--- src/rtl/multicycle_control_unit.sv ---
`default_nettype none
`timescale 1ns/1ps
// ============================================================================
// Module   : multicycle_control_unit
// Purpose  : IF/ID/EXE/MEM/WB control FSM for the multi-cycle MIPS-subset
//            CPU. It drives the PC-source select and the PC/IR/register-file/
//            memory/ALU strobes.
// Options  : define CTRL_BLTZ_EN to add the bltz instruction and 'sign' input
// Revision : 1.0 - initial release
// ============================================================================
module multicycle_control_unit (
  input  logic       CLK,
  input  logic       RST_n,
  input  logic [5:0] op,
  input  logic [5:0] funct,
  input  logic       zero,
`ifdef CTRL_BLTZ_EN
  input  logic       sign,
`endif
  output logic [1:0] PCSrc,
  output logic       PCWre,
  output logic       IRWre,
  output logic       RegWre,
  output logic [1:0] RegDst,
  output logic       WrRegDSrc,
  output logic       ALUSrcB,
  output logic       ExtSel,
  output logic [2:0] ALUOp,
  output logic       MemRd,
  output logic       MemWr,
  output logic       DBDataSrc,
  output logic [2:0] state
);

  typedef enum logic [2:0] {
    S_IF     = 3'b000,
    S_ID     = 3'b001,
    S_EXE_LS = 3'b010,
    S_MEM    = 3'b011,
    S_WB_LD  = 3'b100,
    S_EXE_BR = 3'b101,
    S_EXE_AL = 3'b110,
    S_WB_AL  = 3'b111
  } state_t;

  localparam logic [5:0] OP_RTYPE = 6'b000000;
  localparam logic [5:0] OP_ADDIU = 6'b001001;
  localparam logic [5:0] OP_ORI   = 6'b001101;
  localparam logic [5:0] OP_LW    = 6'b100011;
  localparam logic [5:0] OP_SW    = 6'b101011;
  localparam logic [5:0] OP_BEQ   = 6'b000100;
  localparam logic [5:0] OP_BNE   = 6'b000101;
  localparam logic [5:0] OP_J     = 6'b000010;
  localparam logic [5:0] OP_JAL   = 6'b000011;
  localparam logic [5:0] OP_HALT  = 6'b111111;

  localparam logic [5:0] F_ADD = 6'b100000;
  localparam logic [5:0] F_SUB = 6'b100010;
  localparam logic [5:0] F_AND = 6'b100100;
  localparam logic [5:0] F_OR  = 6'b100101;
  localparam logic [5:0] F_SLT = 6'b101010;
  localparam logic [5:0] F_JR  = 6'b001000;

  state_t cur_state;

  // Instruction class decode from the IR fields
  logic is_rtype, is_ralu, is_jr, is_addiu, is_ori, is_lw, is_sw;
  logic is_beq, is_bne, is_bltz, is_j, is_jal, is_halt;
  logic is_br, is_ls, is_alu, br_taken;

  assign is_rtype = (op == OP_RTYPE);
  assign is_ralu  = is_rtype && ((funct == F_ADD) || (funct == F_SUB) ||
                                 (funct == F_AND) || (funct == F_OR)  ||
                                 (funct == F_SLT));
  assign is_jr    = is_rtype && (funct == F_JR);
  assign is_addiu = (op == OP_ADDIU);
  assign is_ori   = (op == OP_ORI);
  assign is_lw    = (op == OP_LW);
  assign is_sw    = (op == OP_SW);
  assign is_beq   = (op == OP_BEQ);
  assign is_bne   = (op == OP_BNE);
  assign is_j     = (op == OP_J);
  assign is_jal   = (op == OP_JAL);
  assign is_halt  = (op == OP_HALT);

`ifdef CTRL_BLTZ_EN
  assign is_bltz  = (op == 6'b000001);
  assign br_taken = (is_beq & zero) | (is_bne & ~zero) | (is_bltz & sign);
`else
  assign is_bltz  = 1'b0;
  assign br_taken = (is_beq & zero) | (is_bne & ~zero);
`endif

  assign is_br  = is_beq | is_bne | is_bltz;
  assign is_ls  = is_lw | is_sw;
  assign is_alu = is_ralu | is_addiu | is_ori;

  // State register with next-state sequencing; reset returns to fetch
  always_ff @(posedge CLK or negedge RST_n) begin
    if (!RST_n) begin
      cur_state <= S_IF;
    end else begin
      case (cur_state)
        S_IF:     cur_state <= S_ID;
        S_ID: begin
          if (is_br)       cur_state <= S_EXE_BR;
          else if (is_ls)  cur_state <= S_EXE_LS;
          else if (is_alu) cur_state <= S_EXE_AL;
          else             cur_state <= S_IF;   // jumps, halt, undefined
        end
        S_EXE_AL: cur_state <= S_WB_AL;
        S_WB_AL:  cur_state <= S_IF;
        S_EXE_BR: cur_state <= S_IF;
        S_EXE_LS: cur_state <= S_MEM;
        S_MEM:    cur_state <= is_lw ? S_WB_LD : S_IF;
        S_WB_LD:  cur_state <= S_IF;
        default:  cur_state <= S_IF;
      endcase
    end
  end

  // Output decode; reset forces every output low so no stray write escapes
  always_comb begin
    PCSrc     = 2'b00;
    PCWre     = 1'b0;
    IRWre     = 1'b0;
    RegWre    = 1'b0;
    RegDst    = 2'b00;
    WrRegDSrc = 1'b1;
    ALUSrcB   = 1'b0;
    ExtSel    = 1'b0;
    ALUOp     = 3'b000;
    MemRd     = 1'b0;
    MemWr     = 1'b0;
    DBDataSrc = 1'b0;
    state     = cur_state;

    case (cur_state)
      S_IF: IRWre = 1'b1;
      S_ID: begin
        if (is_jal) begin
          PCWre     = 1'b1;
          PCSrc     = 2'b11;
          RegWre    = 1'b1;
          RegDst    = 2'b10;
          WrRegDSrc = 1'b0;
        end else if (is_j) begin
          PCWre = 1'b1;
          PCSrc = 2'b11;
        end else if (is_jr) begin
          PCWre = 1'b1;
          PCSrc = 2'b10;
        end else if (!is_halt && !is_br && !is_ls && !is_alu) begin
          PCWre = 1'b1;                       // undefined opcode: plain nop
        end
      end
      S_EXE_BR: begin
        PCWre = 1'b1;
        PCSrc = br_taken ? 2'b01 : 2'b00;
      end
      S_MEM: begin
        MemRd = is_lw;
        MemWr = is_sw;
        PCWre = is_sw;
      end
      S_WB_LD: begin
        PCWre     = 1'b1;
        RegWre    = 1'b1;
        DBDataSrc = 1'b1;
      end
      S_WB_AL: begin
        PCWre  = 1'b1;
        RegWre = 1'b1;
        RegDst = is_rtype ? 2'b01 : 2'b00;
      end
      default: ;
    endcase

    // ALU controls are held through the EXE state and the one after it
    if ((cur_state == S_EXE_AL) || (cur_state == S_WB_AL) ||
        (cur_state == S_EXE_LS) || (cur_state == S_MEM) ||
        (cur_state == S_EXE_BR)) begin
      if (is_rtype) begin
        case (funct)
          F_SUB:   ALUOp = 3'b001;
          F_AND:   ALUOp = 3'b010;
          F_OR:    ALUOp = 3'b011;
          F_SLT:   ALUOp = 3'b100;
          default: ALUOp = 3'b000;
        endcase
      end else if (is_addiu || is_ls) begin
        ALUSrcB = 1'b1;
        ExtSel  = 1'b1;
      end else if (is_ori) begin
        ALUOp   = 3'b011;
        ALUSrcB = 1'b1;
      end else if (is_br) begin
        ALUOp = 3'b001;
      end
    end

    if (!RST_n) begin
      PCSrc     = 2'b00;
      PCWre     = 1'b0;
      IRWre     = 1'b0;
      RegWre    = 1'b0;
      RegDst    = 2'b00;
      WrRegDSrc = 1'b0;
      ALUSrcB   = 1'b0;
      ExtSel    = 1'b0;
      ALUOp     = 3'b000;
      MemRd     = 1'b0;
      MemWr     = 1'b0;
      DBDataSrc = 1'b0;
      state     = 3'b000;
    end
  end

endmodule
`default_nettype wire

--- config.mk ---
export PLATFORM = sky130hd
export DESIGN_NAME = multicycle_control_unit
export DESIGN_NICKNAME = d
export VERILOG_FILES = /design/src/rtl/multicycle_control_unit.sv
export SDC_FILE = /design/constraint.sdc
export NUM_CORES = 1
export LEC_CHECK = 0
export ABC_AREA = 1
export CAP_MARGIN = 40
export CORE_AREA = 2 2 45 47
export DETAILED_ROUTE_END_ITERATION = 16
export DIE_AREA = 0 0 47 49
export PLACE_DENSITY = 0.74
export REMOVE_ABC_BUFFERS = 1
export SETUP_SLACK_MARGIN = 0.05
export SLEW_MARGIN = 0
export SYNTH_ARGS = -nofsm -noshare
export SYNTH_HDL_FRONTEND = slang
export SYNTH_SLANG_ARGS = --single-unit
--- constraint.sdc ---
create_clock -name CLK -period 2.22 [get_ports CLK]
set_clock_uncertainty 0.1 [all_clocks]
set_input_delay 0.666 -clock CLK [delete_from_list [all_inputs] [get_ports CLK]]
set_output_delay 0.666 -clock CLK [all_outputs]
set_load 0.02 [all_outputs]
# After elaboration in Yosys (flattened, before gate mapping)
# Cells that the tools add are included.
[word_totals] wordCells=105 inputBits=15 output_inout_bits=19 regBits=3
[classes] reduce_logical=22 n_eq_ne=22 muxes=52 bitwise_logic=8
[ops] op="6-bit == test (second input constant)" n=8
[ops] op="1-bit 2-to-1 mux" n=30
[ops] op="3-bit 2-to-1 mux" n=8
[ops] op="6-bit by 4-bit == test with 1-bit output (second input constant)" n=3
[ops] op="3-bit case mux with 6 select lines" n=1
[ops] op="2-bit 2-to-1 mux" n=8
[ops] op="3-bit == test (second input constant)" n=4
[ops] op="6-bit by 2-bit == test with 1-bit output (second input constant)" n=2
[ops] op="6-bit by 3-bit == test with 1-bit output (second input constant)" n=2
[ops] op="3-bit case mux with 4 select lines" n=1
[ops] op="1-bit logical OR" n=9
[ops] op="2-bit case mux with 2 select lines" n=2
[ops] op="3-bit by 2-bit == test with 1-bit output (second input constant)" n=2
[ops] op="6-bit zero test" n=1
[ops] op="1-bit logical AND" n=5
[ops] op="1-bit OR" n=5
[ops] op="1-bit zero test" n=4
[ops] op="3-bit by 1-bit == test with 1-bit output (second input constant)" n=1
[ops] op="3-bit zero test" n=1
[ops] op="1-bit case mux with 3 select lines" n=1
[ops] op="3-bit OR reduction" n=1
[ops] op="1-bit AND" n=2
[ops] op="1-bit case mux with 2 select lines" n=1
[ops] op="2-bit OR reduction" n=1
[ops] op="1-bit inverter" n=1

# Logic depth before layout (Yosys ltp)
[logic_depth] depth_word=16 ltp_mapped=8 mapped_depth_nobuf=8

# Least setup slack after synthesis
# OpenSTA, ideal clock, no wires.
[synth_timing] path_type="in2out" start="in op[2]" end="out MemRd" required_ns=1.454 n_path_buf=0 setup_slack_ns=-0.194 path_stages=3 t_arrival_ns=1.648 cell_sequence="nor2_2 inv_1 nor4_1"
[synth_between] elab_chain_cells=3
[synth_rtl] element="start, declared" line="14" source="input logic [5:0] op,"
[synth_rtl] element="6-bit == test" line="78" source="assign is_lw = (op == OP_LW);"
[synth_rtl] element="1-bit 2-to-1 mux" line="138" source="case (cur_state)"
[synth_rtl] element="1-bit 2-to-1 mux" line="202" source="if (!RST_n) begin"
[synth_rtl] element="end, declared" line="29" source="output logic MemRd,"
# No other way between the ends.

# Worst setup path after layout
[layout_timing] start="in op[5]" end="out ALUOp[0]"
[layout_between] elab_chain_cells=8 word_cells_on_any_way=16 classes_between="6 x eq/ne; 6 x mux; 2 x bitwise; 2 x reduce/logical"
[layout_rtl] element="6-bit by 3-bit == test with 1-bit output, on equally long branches" line="80, 81"
[layout_rtl] element="1-bit OR" line="94" source="assign is_br = is_beq | is_bne | is_bltz;"
[layout_rtl] element="1-bit 2-to-1 mux" line="197" source="end else if (is_br) begin"
[layout_rtl] element="2-bit 2-to-1 mux" line="194" source="end else if (is_ori) begin"
[layout_rtl] element="2-bit 2-to-1 mux" line="191" source="end else if (is_addiu || is_ls) begin"
[layout_rtl] element="3-bit 2-to-1 mux *" line="183" source="if (is_rtype) begin"
[layout_rtl] element="3-bit 2-to-1 mux *" line="180" source="if ((cur_state == S_EXE_AL) || (cur_state == S_WB_AL) ||"
[layout_rtl] element="3-bit 2-to-1 mux *" line="202"
[layout_rtl] element="end, declared" line="28" source="output logic [2:0] ALUOp,"
# Every way passes the cells marked *; elsewhere a longest branch is shown, timed or not.

==> flow_summary.toml <==
[pwr]
p_leak_nw = 0.707
vdd.ir_drop.worst_mv = 0.268
powerDensity_mw_per_mm2 = 418
total_power_w = 0.000615

[critical_path]
r2r_start = "cur_state[1]$_DFF_PN0_"
arrival_ns = 1.76
worst_setup_path_start_kind = "input pin"
endpoint = "ALUOp[0]"
critPathKind = "in2out"
cp_data_required_time_ns = 1.45
reg2reg_to = "cur_state[2]$_DFF_PN0_"
startpoint = "op[5]"
rrSetupSlack_ns = 0.80
ff2ff_path_depth = 6
cp-end-kind = "output pin"
path_max_fanout = 7

[synthesis]
yosysMostFrequentCell = "inv_1"
avgSynthCellArea_um2 = 5.39
synth.area.top_cells = "inv_1 (13%), nor2_1 (12%), dfrtp_1 (12%)"
seq_area_frac_synth_pct = 11.7
yosysTopAreaCellShare_pct = 13.5
synth_top_family_by_area = "simple AND/OR/NAND/NOR gates"
async_flop_share_pct = 100
synth_top_area_cell = "inv_1"
ys_seq_elements = 3
netlist_instances = 119
synthTopCellsByCount = "inv_1 (23), nor2_1 (21), nand2_1 (17)"
yosys.area_share.simple_pct = 60.4
synth_area_um2 = 642
yosysUniqueCellTypes = 20
synth_ff_type = "dfrtp_1"
synthMuxAreaShare_pct = 0
ys_warn_count = 0
synthAdderAreaFrac_pct = 0
synth_xor_area_share_pct = 0
synth_compound_area_share_pct = 13.8
synth_edf_count = 0

[routing]
drtPass1Iterations = 4
vias = 1175
drc = 0
drtIter0Drc = 25
wl_per_cell_um = 16.2
antenna_left = 0
totalWireLength_um = 3510
vias_per_cell = 5.41

[die]
initial_core_util_pct = 34.9
fp.dieArea_mm2 = 0.00230
dieWidth_um = 47
io_pins = 34
rows = 16
core_mm2 = 0.00184
dieHeight_um = 49

[run_status]
status = "finished, violations left"
violations = "negative setup slack"

[cts]
cts.clk_slew.worst_paths_ns = 0.04
cts-hold-fix-buffers = 0
worstSkewPairLatency_ns = 0.26
cts_tree = "done"
clockRootBuffer = "clkbuf_4"
cts_sinks = 3
ctsLongestPathBuffers = 2
h-tree-depth = 1
cts_buffers = 3

[layout]
fill_cells = 127
drive_gt1_share_pct = 65.3
finalNonFillerCells = 217
insertedDiodeCount = 0
seq_area_um2 = 76.3
num-nets-final = 206
multi_input_area_um2 = 673
largest_register = "cur_state"
largest_register_ffs = 3
top_regs = "cur_state x3"
area_delta_synth_final_pct = 129

[sta]
max_freq_mhz = 396
fin_ws_ns = -0.303
slew_viol_final = 0
finalSetupViolations = 14
worst_slew_pin_slew_ns = 0.299
whs_ns = 0.266
hold_violations = 0
fin_crit_sh_pct = 114
min_period_ns = 2.52
maxSlewHeadroom_pct = 80.0
rsz0062_at_grt = "yes"

[placement]
numPortBuffers = 33
gp_congestion = 0.870
dp_hpwl_um = 1840
dp_cells = 207

[worst_hold_path]
hp-class = "in2async"

[global_routing]
grt_usage_pct = 25.7
grt.overflow.total = 0
grt_max_degree = 8
first_global_vias = 1042
antenna_found_initial = 0
grt_pass1_wl_um = 4440

[run]
drv_cap = 0
-- worst min-delay path by stage --
stage,to,slack [ns],cells past startpoint
2_1_floorplan,cur_state[0]$_DFF_PN0_,0.27,0
3_3_place_gp,cur_state[1]$_DFF_PN0_,0.46,2
3_5_place_dp,cur_state[1]$_DFF_PN0_,0.45,2
4_1_cts,cur_state[1]$_DFF_PN0_,0.26,2
5_1_grt,cur_state[0]$_DFF_PN0_,0.28,2
6_report,cur_state[1]$_DFF_PN0_,0.27,2
-- what timing repair did --
action / in CTS / in global routing
pin swaps: 27 / 18
buffers inserted: 5 / 1
endpoints found under the setup margin: 19 / 18
gates resized for setup: 194 / 31
hold endpoints to repair: 0 / 0
-- metal layers --
layer | vias to the layer above | global-route usage (%) | routed length [um]
li1 | 533 | - | -
met1 | 530 | 27.4 | 1150
met2 | 86 | 47.3 | 1890
met3 | 26 | 2.59 | 239
met4 | 0 | 11.6 | 229
met5 | - | 0 | 0
-- cell usage in the layout, fill, tap and decap left out, types with 4 or more instances in the layout --
master,synthesis,final
nand2_2,4,8
buf_4,0,42
a21oi_1,10,5
nor3_1,5,4
nor2_2,5,8
a21oi_2,0,5
buf_6,0,8
inv_2,1,5
inv_1,23,16
nor2_4,2,11
nand4_1,4,4
nand3_2,0,6
nand2_1,17,10
nor2_1,21,9
buf_2,0,8
o21ai_1,4,4
nand3_1,12,6
-- cell type report --
class / instances / area share, %
multi-input combinational: 92 / 45.7
timing repair buffer: 67 / 38.4
inverter: 24 / 6.63
sequential: 3 / 5.18
tap: 27 / 2.29
clock buffer: 4 / 1.78
-- per-stage QoR --
| step | setup slack [ns] | setup TNS [ns] | cell area (um2) | util (%) |
|---|---|---|---|---|
| final | -0.303 | -2.29 | 1470 | 80.0 |
| after global routing | -0.349 | -3.15 | 1470 | 80.0 |
| after CTS | -0.178 | -1.41 | 1370 | 74.3 |
| after detailed placement | -1.07 | -17.25 | 1220 | 66.0 |
| after global placement | -1.06 | -16.96 | 1220 | 66.0 |
| after floorplan | -0.194 | -0.622 | 642 | - |
-- power by group --
group / internal (W) / total (W) / switching (W)
sequential: 0.0000685 / 0.0000796 / 0.0000110
clock: 0.0000681 / 0.000108 / 0.0000398
combinational: 0.000185 / 0.000428 / 0.000243
-- cell families after synthesis --
| logic type | after synthesis |
|---|---|
| flops | 3 |
| compound gates | 17 |
| buf+inv | 24 |
| simple gates | 75 |
-- critical path, stage by stage --
cell and delay [ns]:
buf_8 0.10, nor2_4 0.24, nand2_2 0.10, nor2_4 0.17
a21oi_2 0.10, a21oi_2 0.20, buf_4 0.17
Note: power is estimated with default switching activity, not from simulation.
